--- src/rtl/router_pkg.sv ---
// Shared definitions for the router packet reader.
//   fetch_state_t : fetch FSM states (IDLE, WAIT_HDR, FETCH)
//   rd_entry_t    : one output-buffer entry (byte + header/parity markers)
//   header layout : {len[7:2], addr[1:0]}
package router_pkg;

  localparam int unsigned LEN_W           = 6;
  localparam int unsigned ADDR_W          = 2;
  localparam int unsigned HDR_ADDR_LSB    = 0;
  localparam int unsigned HDR_LEN_LSB     = HDR_ADDR_LSB + ADDR_W;
  localparam int unsigned TIMEOUT_DEFAULT = 30;

  typedef enum logic [1:0] {
    ST_IDLE     = 2'd0,
    ST_WAIT_HDR = 2'd1,
    ST_FETCH    = 2'd2
  } fetch_state_t;

  typedef struct packed {
    logic [7:0] data;
    logic       sop;
    logic       eop;
  } rd_entry_t;

  function automatic logic [LEN_W-1:0] hdr_len(input logic [7:0] hdr);
    return hdr[HDR_LEN_LSB +: LEN_W];
  endfunction

  function automatic logic [ADDR_W-1:0] hdr_addr(input logic [7:0] hdr);
    return hdr[HDR_ADDR_LSB +: ADDR_W];
  endfunction

endpackage

--- src/rtl/router_pkt_reader_if.sv ---
// Bus bundle of the router packet reader.
//   FIFO side : fifo_empty, fifo_dout (in), fifo_r_en (out)
//   Stream    : out_ready (in), out_data/out_valid/out_sop/out_eop (out)
//   Status    : pkt_addr, pkt_done, parity_err, soft_rst_out (out)
// master = the reader, slave = FIFO/downstream/environment.
interface router_pkt_reader_if;

  logic                        fifo_empty;
  logic [7:0]                  fifo_dout;
  logic                        fifo_r_en;
  logic                        out_ready;
  logic [7:0]                  out_data;
  logic                        out_valid;
  logic                        out_sop;
  logic                        out_eop;
  logic [router_pkg::ADDR_W-1:0] pkt_addr;
  logic                        pkt_done;
  logic                        parity_err;
  logic                        soft_rst_out;

  modport master (
    input  fifo_empty, fifo_dout, out_ready,
    output fifo_r_en, out_data, out_valid, out_sop, out_eop,
           pkt_addr, pkt_done, parity_err, soft_rst_out
  );

  modport slave (
    output fifo_empty, fifo_dout, out_ready,
    input  fifo_r_en, out_data, out_valid, out_sop, out_eop,
           pkt_addr, pkt_done, parity_err, soft_rst_out
  );

endinterface

--- src/rtl/router_rd_skid.sv ---
// Two-entry in-order output buffer for the packet reader.
//   clk, rst         : clock, synchronous active-high reset
//   flush            : synchronous clear (timeout flush)
//   push, push_entry : write one entry (caller guarantees space)
//   out_ready        : downstream accept
//   out_valid/data/sop/eop : head entry, held stable until accepted
//   count            : number of entries held (0..2)
module router_rd_skid
  import router_pkg::*;
(
  input  logic       clk,
  input  logic       rst,
  input  logic       flush,
  input  logic       push,
  input  rd_entry_t  push_entry,
  input  logic       out_ready,
  output logic       out_valid,
  output logic [7:0] out_data,
  output logic       out_sop,
  output logic       out_eop,
  output logic [1:0] count
);

  rd_entry_t head_q;
  rd_entry_t tail_q;
  logic      head_vld;
  logic      tail_vld;
  logic      pop;

  always_comb begin
    pop       = head_vld & out_ready;
    out_valid = head_vld;
    out_data  = head_q.data;
    out_sop   = head_q.sop;
    out_eop   = head_q.eop;
    count     = 2'(head_vld) + 2'(tail_vld);
  end

  always_ff @(posedge clk) begin
    if (rst || flush) begin
      head_q   <= '0;
      tail_q   <= '0;
      head_vld <= 1'b0;
      tail_vld <= 1'b0;
    end else begin
      unique case ({push, pop})
        2'b11: begin
          if (tail_vld) begin
            head_q <= tail_q;
            tail_q <= push_entry;
          end else begin
            head_q <= push_entry;
          end
        end
        2'b10: begin
          if (!head_vld) begin
            head_q   <= push_entry;
            head_vld <= 1'b1;
          end else begin
            tail_q   <= push_entry;
            tail_vld <= 1'b1;
          end
        end
        2'b01: begin
          head_q   <= tail_q;
          head_vld <= tail_vld;
          tail_vld <= 1'b0;
        end
        default: ;
      endcase
    end
  end

endmodule

--- src/rtl/router_pkt_reader.sv ---
// Router packet reader: pulls {header, payload, parity} packets out of a
// packet FIFO, streams them downstream through a 2-entry buffer, checks
// parity, and requests a FIFO flush when downstream stalls too long.
//   clk, rst : clock, synchronous active-high reset
//   bus      : router_pkt_reader_if.master (FIFO side, output stream, status)
//   TIMEOUT  : consecutive stalled cycles before a flush request
module router_pkt_reader
  import router_pkg::*;
#(
  parameter int unsigned TIMEOUT = TIMEOUT_DEFAULT
) (
  input  logic                   clk,
  input  logic                   rst,
  router_pkt_reader_if.master    bus
);

  localparam int unsigned TMO_W = $clog2(TIMEOUT + 1);
  localparam int unsigned CNT_W = LEN_W + 1;

  fetch_state_t      state;
  logic [CNT_W-1:0]  fetch_cnt;
  logic              rd_inflight;
  logic              inflight_sop;
  logic              inflight_eop;
  logic [7:0]        parity_acc;
  logic [TMO_W-1:0]  tmo_cnt;
  logic [ADDR_W-1:0] pkt_addr_q;
  logic              pkt_done_q;
  logic              parity_err_q;

  logic              out_valid;
  logic [1:0]        buf_count;
  logic              stall;
  logic              pop;
  logic              flush;
  logic [2:0]        occupancy;
  logic              space;
  logic              rd_en;
  logic              push;
  rd_entry_t         arrive_entry;

  always_comb begin
    stall = out_valid & ~bus.out_ready;
    pop   = out_valid & bus.out_ready;
    flush = stall && (tmo_cnt == TMO_W'(TIMEOUT - 1));
    // Occupancy nets out this cycle's pop so a steady stream can issue a
    // read every cycle; without it the buffer would throttle to 1/2 rate.
    occupancy = 3'(buf_count) + 3'(rd_inflight) - 3'(pop);
    space     = occupancy < 3'd2;
    rd_en     = 1'b0;
    if (!rst && !flush && !bus.fifo_empty && space &&
        (state == ST_IDLE || state == ST_FETCH))
      rd_en = 1'b1;
    push         = rd_inflight & ~flush;
    arrive_entry = '{data: bus.fifo_dout, sop: inflight_sop, eop: inflight_eop};
  end

  always_ff @(posedge clk) begin
    if (rst) begin
      state        <= ST_IDLE;
      fetch_cnt    <= '0;
      rd_inflight  <= 1'b0;
      inflight_sop <= 1'b0;
      inflight_eop <= 1'b0;
      parity_acc   <= '0;
      tmo_cnt      <= '0;
      pkt_addr_q   <= '0;
      pkt_done_q   <= 1'b0;
      parity_err_q <= 1'b0;
    end else if (flush) begin
      // The FIFO is being soft-reset this cycle: drop the packet in progress
      // and any byte already on fifo_dout.
      state        <= ST_IDLE;
      fetch_cnt    <= '0;
      rd_inflight  <= 1'b0;
      inflight_sop <= 1'b0;
      inflight_eop <= 1'b0;
      parity_acc   <= '0;
      tmo_cnt      <= '0;
      pkt_done_q   <= 1'b0;
    end else begin
      tmo_cnt      <= stall ? tmo_cnt + TMO_W'(1) : '0;
      rd_inflight  <= rd_en;
      inflight_sop <= rd_en && (state == ST_IDLE);
      inflight_eop <= rd_en && (state == ST_FETCH) && (fetch_cnt == CNT_W'(1));
      pkt_done_q   <= 1'b0;

      if (rd_inflight) begin
        if (inflight_sop) begin
          parity_acc <= bus.fifo_dout;
          pkt_addr_q <= hdr_addr(bus.fifo_dout);
        end else if (inflight_eop) begin
          pkt_done_q   <= 1'b1;
          parity_err_q <= (parity_acc != bus.fifo_dout);
          parity_acc   <= '0;
        end else begin
          parity_acc <= parity_acc ^ bus.fifo_dout;
        end
      end

      unique case (state)
        ST_IDLE: begin
          if (rd_en) state <= ST_WAIT_HDR;
        end
        ST_WAIT_HDR: begin
          if (rd_inflight) begin
            fetch_cnt <= CNT_W'(hdr_len(bus.fifo_dout)) + CNT_W'(1);
            state     <= ST_FETCH;
          end
        end
        ST_FETCH: begin
          if (rd_en) begin
            fetch_cnt <= fetch_cnt - CNT_W'(1);
            if (fetch_cnt == CNT_W'(1)) state <= ST_IDLE;
          end
        end
        default: state <= ST_IDLE;
      endcase
    end
  end

  router_rd_skid u_skid (
    .clk        (clk),
    .rst        (rst),
    .flush      (flush),
    .push       (push),
    .push_entry (arrive_entry),
    .out_ready  (bus.out_ready),
    .out_valid  (out_valid),
    .out_data   (bus.out_data),
    .out_sop    (bus.out_sop),
    .out_eop    (bus.out_eop),
    .count      (buf_count)
  );

  assign bus.out_valid    = out_valid;
  assign bus.fifo_r_en    = rd_en;
  assign bus.soft_rst_out = flush;
  assign bus.pkt_addr     = pkt_addr_q;
  assign bus.pkt_done     = pkt_done_q;
  assign bus.parity_err   = parity_err_q;

endmodule

--- src/flat_wrapper.sv ---
// flat-port wrapper written by rule: the top's interface ports become plain ports
module router_pkt_reader_flat import router_pkg::*;
#(
  parameter int unsigned TIMEOUT = TIMEOUT_DEFAULT
)
  (clk, rst, bus_fifo_empty, bus_fifo_dout, bus_out_ready, bus_fifo_r_en, bus_out_data, bus_out_valid, bus_out_sop, bus_out_eop, bus_pkt_addr, bus_pkt_done, bus_parity_err, bus_soft_rst_out);
  router_pkt_reader_if bus_i ();
  input  logic clk;
  input  logic rst;
  input wire logic [$bits(bus_i.fifo_empty)-1:0] bus_fifo_empty;
  input wire logic [$bits(bus_i.fifo_dout)-1:0] bus_fifo_dout;
  input wire logic [$bits(bus_i.out_ready)-1:0] bus_out_ready;
  output wire logic [$bits(bus_i.fifo_r_en)-1:0] bus_fifo_r_en;
  output wire logic [$bits(bus_i.out_data)-1:0] bus_out_data;
  output wire logic [$bits(bus_i.out_valid)-1:0] bus_out_valid;
  output wire logic [$bits(bus_i.out_sop)-1:0] bus_out_sop;
  output wire logic [$bits(bus_i.out_eop)-1:0] bus_out_eop;
  output wire logic [$bits(bus_i.pkt_addr)-1:0] bus_pkt_addr;
  output wire logic [$bits(bus_i.pkt_done)-1:0] bus_pkt_done;
  output wire logic [$bits(bus_i.parity_err)-1:0] bus_parity_err;
  output wire logic [$bits(bus_i.soft_rst_out)-1:0] bus_soft_rst_out;
  assign bus_i.fifo_empty = bus_fifo_empty;
  assign bus_i.fifo_dout = bus_fifo_dout;
  assign bus_i.out_ready = bus_out_ready;
  assign bus_fifo_r_en = bus_i.fifo_r_en;
  assign bus_out_data = bus_i.out_data;
  assign bus_out_valid = bus_i.out_valid;
  assign bus_out_sop = bus_i.out_sop;
  assign bus_out_eop = bus_i.out_eop;
  assign bus_pkt_addr = bus_i.pkt_addr;
  assign bus_pkt_done = bus_i.pkt_done;
  assign bus_parity_err = bus_i.parity_err;
  assign bus_soft_rst_out = bus_i.soft_rst_out;
  router_pkt_reader #(.TIMEOUT(TIMEOUT)) u_core (.clk(clk), .rst(rst), .bus(bus_i));
endmodule
--- config.mk ---
export PLATFORM = sky130hd
export DESIGN_NAME = router_pkt_reader_flat
export DESIGN_NICKNAME = d
export VERILOG_FILES = /design/src/rtl/router_pkg.sv /design/src/rtl/router_pkt_reader_if.sv /design/src/rtl/router_rd_skid.sv /design/src/rtl/router_pkt_reader.sv /design/src/flat_wrapper.sv
export SDC_FILE = /design/constraint.sdc
export NUM_CORES = 1
export LEC_CHECK = 0
export ABC_AREA = 1
export CAP_MARGIN = 20
export CORE_ASPECT_RATIO = 1.75
export CORE_MARGIN = 4
export CORE_UTILIZATION = 60
export CTS_CLUSTER_DIAMETER = 60
export CTS_CLUSTER_SIZE = 8
export DETAILED_ROUTE_END_ITERATION = 10
export MAX_ROUTING_LAYER = met4
export PLACE_DENSITY = 0.81
export SYNTH_ARGS = -nofsm -noshare
export SYNTH_HDL_FRONTEND = slang
export SYNTH_HIERARCHICAL = 1
export SYNTH_SLANG_ARGS = --single-unit
export TNS_END_PERCENT = 100
--- constraint.sdc ---
create_clock -name clk -period 6.3 [get_ports clk]
set_clock_uncertainty 0.15 [all_clocks]
set_input_delay 1.89 -clock clk [delete_from_list [all_inputs] [get_ports clk]]
set_output_delay 1.89 -clock clk [all_outputs]
set_load 0.05 [all_outputs]
==> reports/qor.yml, run 1 <==
maxCapViolCount: 0
clock_latency_ns: 0.29
grt_pass1_vias: 2956
fin_util: 0.685
maxSlewViolCount: 0
first_pass_iters: 4
critPathKind: "in -> out"
post-synth-top-count-cell: "nand2_1"
remaining_drc_errors: 0
layout_worst_path_cycle_share: 0.946
synthFlopType: "dfxtp_1"
pwr_density_cell_nw_per_um2: 374
synth_mux_area_frac: 0
maxSlewHeadroom: 0.387
synthTopCellsByArea: "dfxtp_1 32%, nand2_1 18%, inv_1 10%"
dieArea_um2: 6670
crit_top_cell: "inv_1"
required_ns: 4.26
synthToLayoutAreaGrowth_pct: 11.5
path_buf_inv: 6
max_freq_mhz: 168
synth_nets: 532
yosysTopAreaCell: "dfxtp_1"
cts_tree: "yes"
rows: 35
cp-start-kind: "input port"
cp_max_fo: 2
leakagePower_nw: 1.98
postRouteAntennaNets: 0
hold_depth: 1
antenna_found_initial: 0
r2r-start: "u_core/u_skid/tail_vld$_SDFFE_PP0P_"
cts_sinks: 51
met3_usage: 0.0226
min_path_type: "reg -> reg"
synth-simple-area-share: 0.392
ys_warn_count: 6
drive_above_1_share: 0.0810
gp_congestion: 0.871
layout_setup_ws_ns: 0.337
grt_pass1_wl_um: 12400
synth_area_per_cell_um2: 6.34
status: "complete, no violations"
rsz0062_at_grt: "no"
grtUsageMet1: 0.232
synth_xor_area_frac: 0.0298
synthTopCellsByCount: "159 x nand2_1, 86 x inv_1, 51 x dfxtp_1, 51 x nor2_1, 49 x nand3_1"
vias: 3064
seq_area_frac_synth: 0.316
dpl_worst_slack_ns: -0.00640
critPathArrivalTime_ns: 3.92
r2r_slack_ns: 3.18
die_x_um: 63.5
diodes: 0
hold_viol: 0
irDropWorstVdd_mv: 0.188
grt_use_total: 0.230
final.min_clock_period_ns: 5.96
grt_overflow: 0
worstSetupEndpointType: "output port"
totalWireLength_um: 7060
cts_setup_buffers: 0
synth_top_family_by_area: "simple AND/OR/NAND/NOR gates"
die_y_um: 105
syn_inst: 509
drt_iter0_drc: 264
htree_levels: 2
ys_async_sr_fraction: 0
synth_edf_count: 0
grt_max_degree: 23
finalSetupViolations: 0
start_util: 0.615
synth_fa_ha_area_frac: 0.0449
synth_seq_cells: 51
portBuffers: 28
busiest_layer: "met2"
nNetsFinal: 554
hold_path.startpoint: "u_core/tmo_cnt[0]$_SDFF_PP0_"
tightest_slew_ns: 0.918
coreArea_um2: 5260
cts.clk_slew.worst_paths_ns: 0.09
hold_ws_ns: 0.323
cp_slowest_cell: "fa_1"
route.detailed.wl_per_inst_um: 12.0
ios: 29
synth_cell_type_count: 31
numCtsBuffers: 5
hold_buffers: 0
reg2reg_depth: 16
synth_compound_area_frac: 0.0709
synth_area_um2: 3230
grtUsageMet2: 0.425
r2r-end: "u_core/fetch_cnt[5]$_SDFFE_PP0P_"
synth_top_area_frac: 0.316
path_cells: "dlymetal6s2s_1 -> nand2_1 -> inv_1 -> ha_1 -> or2_2 -> fa_1 -> inv_1 -> nor2_2 -> nand2_2 -> nor2_4 -> inv_1 -> nor2_2 -> nand2_2 -> inv_2 -> buf_12"
hpwl_um: 5280
clock_path_buffers: 2
cts-root-buf: "clkbuf_8"
total_power_w: 0.00135
whs_endpoint: "u_core/tmo_cnt[0]$_SDFF_PP0_"
via_per_inst: 5.23
cpPeakStageDelay_ns: 0.48
critPathTopFamily: "simple AND/OR/NAND/NOR gates"
## routing by layer
layer / share of wire / routed length (um) / up-vias
met4: 0.023 / 161 / 0
met5: 0 / 0 / -
met3: 0.023 / 162 / 16
met1: 0.39 / 2790 / 1396
li1: - / - / 1592
met2: 0.56 / 3950 / 60
## worst max-delay path by stage
stage                  startpoint             to  cells after the start
global placement    bus_out_ready  bus_fifo_r_en                     15
finish              bus_out_ready  bus_fifo_r_en                     15
global route        bus_out_ready  bus_fifo_r_en                     15
floorplan           bus_out_ready  bus_fifo_r_en                     13
detailed placement  bus_out_ready  bus_fifo_r_en                     15
CTS                 bus_out_ready  bus_fifo_r_en                     15
## layout by cell type (no fill, tap or decap), types with 2 or more instances in the layout
master,Yosys,layout
inv_2,6,7
ha_1,10,10
xor2_1,7,7
nor2_4,3,3
xnor2_1,4,4
buf_4,3,5
clkbuf_8,0,6
nor2_1,51,49
clkdlybuf4s50_1,0,26
a21oi_1,23,23
nand3_2,7,7
nor2_2,1,3
dfxtp_1,51,51
a221oi_1,2,2
o22ai_1,2,2
nor3_1,2,2
o21ai_0,14,14
nand3_1,49,49
nand4_1,3,3
inv_1,86,85
nand2_1,159,157
nand2_2,2,4
nand2_4,3,3
## sequential cells by signal, indices dropped and copies added (netlist names), 2 cells and up
signal,cells
u_core/tmo_cnt,5
u_core/fetch_cnt,7
u_core/state,2
u_core/bus.pkt_addr,2
u_core/u_skid/out_data,8
u_core/u_skid/tail_q,10
u_core/parity_acc,8
## power breakdown
| group | total [W] | switching, W | leakage (nW) | internal [W] |
|---|---|---|---|---|
| Sequential | 0.000467 | 0.0000648 | 0.416 | 0.000402 |
| Clock | 0.000190 | 0.000104 | 0.0470 | 0.0000865 |
| Combinational | 0.000689 | 0.000445 | 1.51 | 0.000244 |
## metrics by stage
stage	setup TNS (ns)	std cells	cell area, um^2
after CTS	0	586	3590
final	0	586	3600
after global placement	0	579	3500
after floorplan	0	509	3230
after detailed placement	-0.00640	579	3500
after global routing	0	586	3600
## cells by family (layout without fill, tap and decap cells)
logic type | count (synthesis) | after routing
fa+ha+maj | 11 | 11
flops | 51 | 51
xor+xnor | 11 | 11
simple gates | 283 | 283
compound gates | 43 | 43
buf+inv | 110 | 132
## repair_timing
action,in CTS,in global routing
setup endpoints to repair,1,1
resized for setup,1,5
hold endpoints to repair,0,0
pin swaps,0,3
## final cells by class
class                      count  area, um^2
tap                           55        68.8
sequential                    51        1020
multi-input combinational    348        1750
inverter                      92         345
fill                         491        1660
clock inverter                 1        5.00
timing repair buffer          33         330
clock buffer                   6        82.6
## worst register-to-register path: stages (launching register included)
cell and delay [ns]:
dfxtp_1 0.31, buf_4 0.18, ha_1 0.28, inv_1 0.04, ha_1 0.27, or2_2 0.30, fa_1 0.48, inv_1 0.05
nor2_2 0.11, nand2_2 0.07, nor2_4 0.09, buf_4 0.12, nand4_4 0.20, nand2_1 0.20, nand2_1 0.08, inv_1 0.06
nor2_1 0.04
Power figures use the tool's default switching activity.
==> inputs of run 2 (changes only) <==
--- a/config.mk
+++ b/config.mk
@@ -14,9 +14,8 @@
 export CTS_CLUSTER_SIZE = 8
 export DETAILED_ROUTE_END_ITERATION = 10
 export MAX_ROUTING_LAYER = met4
-export PLACE_DENSITY = 0.81
+export PLACE_DENSITY = 0.82
 export SYNTH_ARGS = -nofsm -noshare
 export SYNTH_HDL_FRONTEND = slang
-export SYNTH_HIERARCHICAL = 1
 export SYNTH_SLANG_ARGS = --single-unit
 export TNS_END_PERCENT = 100
==> reports/qor.yml, run 2 <==
status: "complete, no violations"
grt_use_total: 0.231
layout.cells.non_filler: 461
synth_area_um2: 2820
required_ns: 4.26
min_path_type: "reg -> reg"
endpoint: "bus_fifo_r_en"
cp-start-kind: "input port"
die_y_um: 98.7
grt_overflow: 0
synth_seq_cells: 51
synth_area_per_cell_um2: 7.21
multi_input_area_um2: 1540
seq_area_um2: 1020
pwr_density_cell_nw_per_um2: 447
r2r-start: "u_core.u_skid.tail_vld$_SDFFE_PP0P_"
hold_depth: 2
regMostFlops: "u_core.u_skid.tail_q"
vias: 2607
rows: 32
reg2reg_depth: 13
remaining_drc_errors: 0
met3_usage: 0.0419
maxSlewViolCount: 0
hold_viol: 0
layout_commonest_cell: "nand2_1"
gp_congestion: 0.946
syn_inst: 391
layout_worst_path_cycle_share: 0.931
cts.clk_slew.worst_paths_ns: 0.09
dieArea_um2: 5900
hold_path.startpoint: "u_core.fetch_cnt[1]$_SDFFE_PP0P_"
cts_resized: 0
ys_async_sr_fraction: 0
yosysTopAreaCell: "dfxtp_1"
power_frac_comb: 0.529
ys_warn_count: 0
netSwitchingFraction: 0.471
cts-root-buf: "clkbuf_8"
fin_util: 0.710
portBuffers: 28
cts_sinks: 51
timing.setup.tns_ns: 0
final_area_um2: 3190
synth_nets: 417
placed_cell_area_um2: 3100
max_freq_mhz: 171
hpwl_um: 4570
leakagePower_nw: 1.28
drt_iter0_drc: 101
synthFlopType: "dfxtp_1"
numCtsBuffers: 5
final.min_clock_period_ns: 5.86
antenna_found_initial: 0
grtUsageMet1: 0.244
intPower_w: 0.000753
route.detailed.wl_per_inst_um: 13.7
pwr-share-seq: 0.339
coreArea_um2: 4480
hold_buffers: 0
synth_edf_count: 0
n_fill_cell: 389
cp_max_fo: 5
ios: 29
clock_latency_ns: 0.31
synthToLayoutAreaGrowth_pct: 13.0
r2r_slack_ns: 3.55
cts_tree: "yes"
busiest_layer: "met2"
clock_path_buffers: 2
grt_pass1_vias: 2509
synthTopCellsByArea: "dfxtp_1 36%, o21ai_0 9.6%, a21oi_1 8.5%"
p_sw_w: 0.000669
critPathLaunch: "bus_out_ready"
maxCapViolCount: 0
finalSetupViolations: 0
postRouteAntennaNets: 0
maxSlewHeadroom: 0.375
via_per_inst: 5.66
irDropWorstVdd_mv: 0.316
grt_pass1_wl_um: 10600
synth_top_area_frac: 0.362
start_util: 0.629
rsz0062_at_grt: "no"
place_inst: 453
drive_above_1_share: 0.0585
diodes: 0
final_cell_mix: "61 x nand2_1, 54 x o21ai_0, 51 x dfxtp_1"
seq_area_frac_synth: 0.362
tightest_slew_ns: 0.936
critPathKind: "in -> out"
worstSetupEndpointType: "output port"
nNetsFinal: 435
synth_cell_type_count: 31
totalWireLength_um: 6330
grt_max_degree: 35
first_pass_iters: 4
die_x_um: 59.8
synthTopCellsByCount: "61 x nand2_1, 54 x o21ai_0, 51 x dfxtp_1, 48 x a21oi_1, 42 x inv_1"
critPathArrivalTime_ns: 3.82
r2r-end: "u_core.fetch_cnt[3]$_SDFFE_PP0P_"
htree_levels: 2
grtUsageMet2: 0.399
cts_setup_buffers: 0
p_clk_frac: 0.132
post-synth-top-count-cell: "nand2_1"
largest_reg_flops: 10
run 2: worst min path at each step:
stage	end	slack (ns)
3_5_place_dp	u_core.fetch_cnt[1]$_SDFFE_PP0P_	0.31
4_1_cts	u_core.fetch_cnt[1]$_SDFFE_PP0P_	0.32
3_3_place_gp	u_core.tmo_cnt[0]$_SDFF_PP0_	0.29
2_1_floorplan	u_core.tmo_cnt[0]$_SDFF_PP0_	0.28
5_1_grt	u_core.bus.pkt_addr[0]$_SDFFE_PP0P_	0.34
6_report	u_core.fetch_cnt[1]$_SDFFE_PP0P_	0.32
run 2: worst max-delay path, cell delays in order:
cell	delay, ns
clkdlybuf4s50_1	0.50
nand2_1	0.10
inv_1	0.12
ha_1	0.23
inv_1	0.06
ha_1	0.21
nand2_1	0.09
nand2_1	0.06
nand2_1	0.10
nand3_4	0.10
nor2_4	0.19
buf_12	0.17
run 2: area by class of cell:
type	instances	area share
Multi-Input combinational cell	276	0.484
Sequential cell	51	0.321
Timing Repair Buffer	29	0.0935
Inverter	46	0.0542
Clock buffer	5	0.0216
Tap cell	51	0.0200
Clock inverter	3	0.00628
run 2: cell families (layout without fill, tap and decap cells):
logic type      Yosys count  count (layout)  share of synthesized area
xor+xnor                 16              16                     0.0497
simple gates            126             126                      0.212
fa+ha+maj                14              14                     0.0621
buf+inv                  64              83                     0.0910
compound gates          120             120                      0.223
flops                    51              51                      0.362
run 2: through the flow:
stage	power [W]	setup slack [ns]	hold WS, ns
final	0.00142	0.437	0.322
after CTS	0.00142	0.442	0.322
after global placement	0.00122	0.521	0.294
after detailed placement	0.00123	0.455	0.309
after global routing	0.00155	0.349	0.342
after floorplan	0.00106	1.01	0.283
run 2: layer usage:
layer	wire length [um]	part of all wire	vias to the layer above
met1	2550	0.40	1201
met2	3320	0.52	59
met4	220	0.035	0
li1	-	-	1332
met5	0	0	-
met3	242	0.038	15
run 2: power groups by stage:
stage	Sequential [W]	Combinational, W	Clock [W]
final	0.000482	0.000753	0.000188
after global routing	0.000493	0.000849	0.000205
after CTS	0.000481	0.000752	0.000190
after detailed placement	0.000489	0.000745	0
after global placement	0.000486	0.000731	0
after floorplan	0.000555	0.000509	0
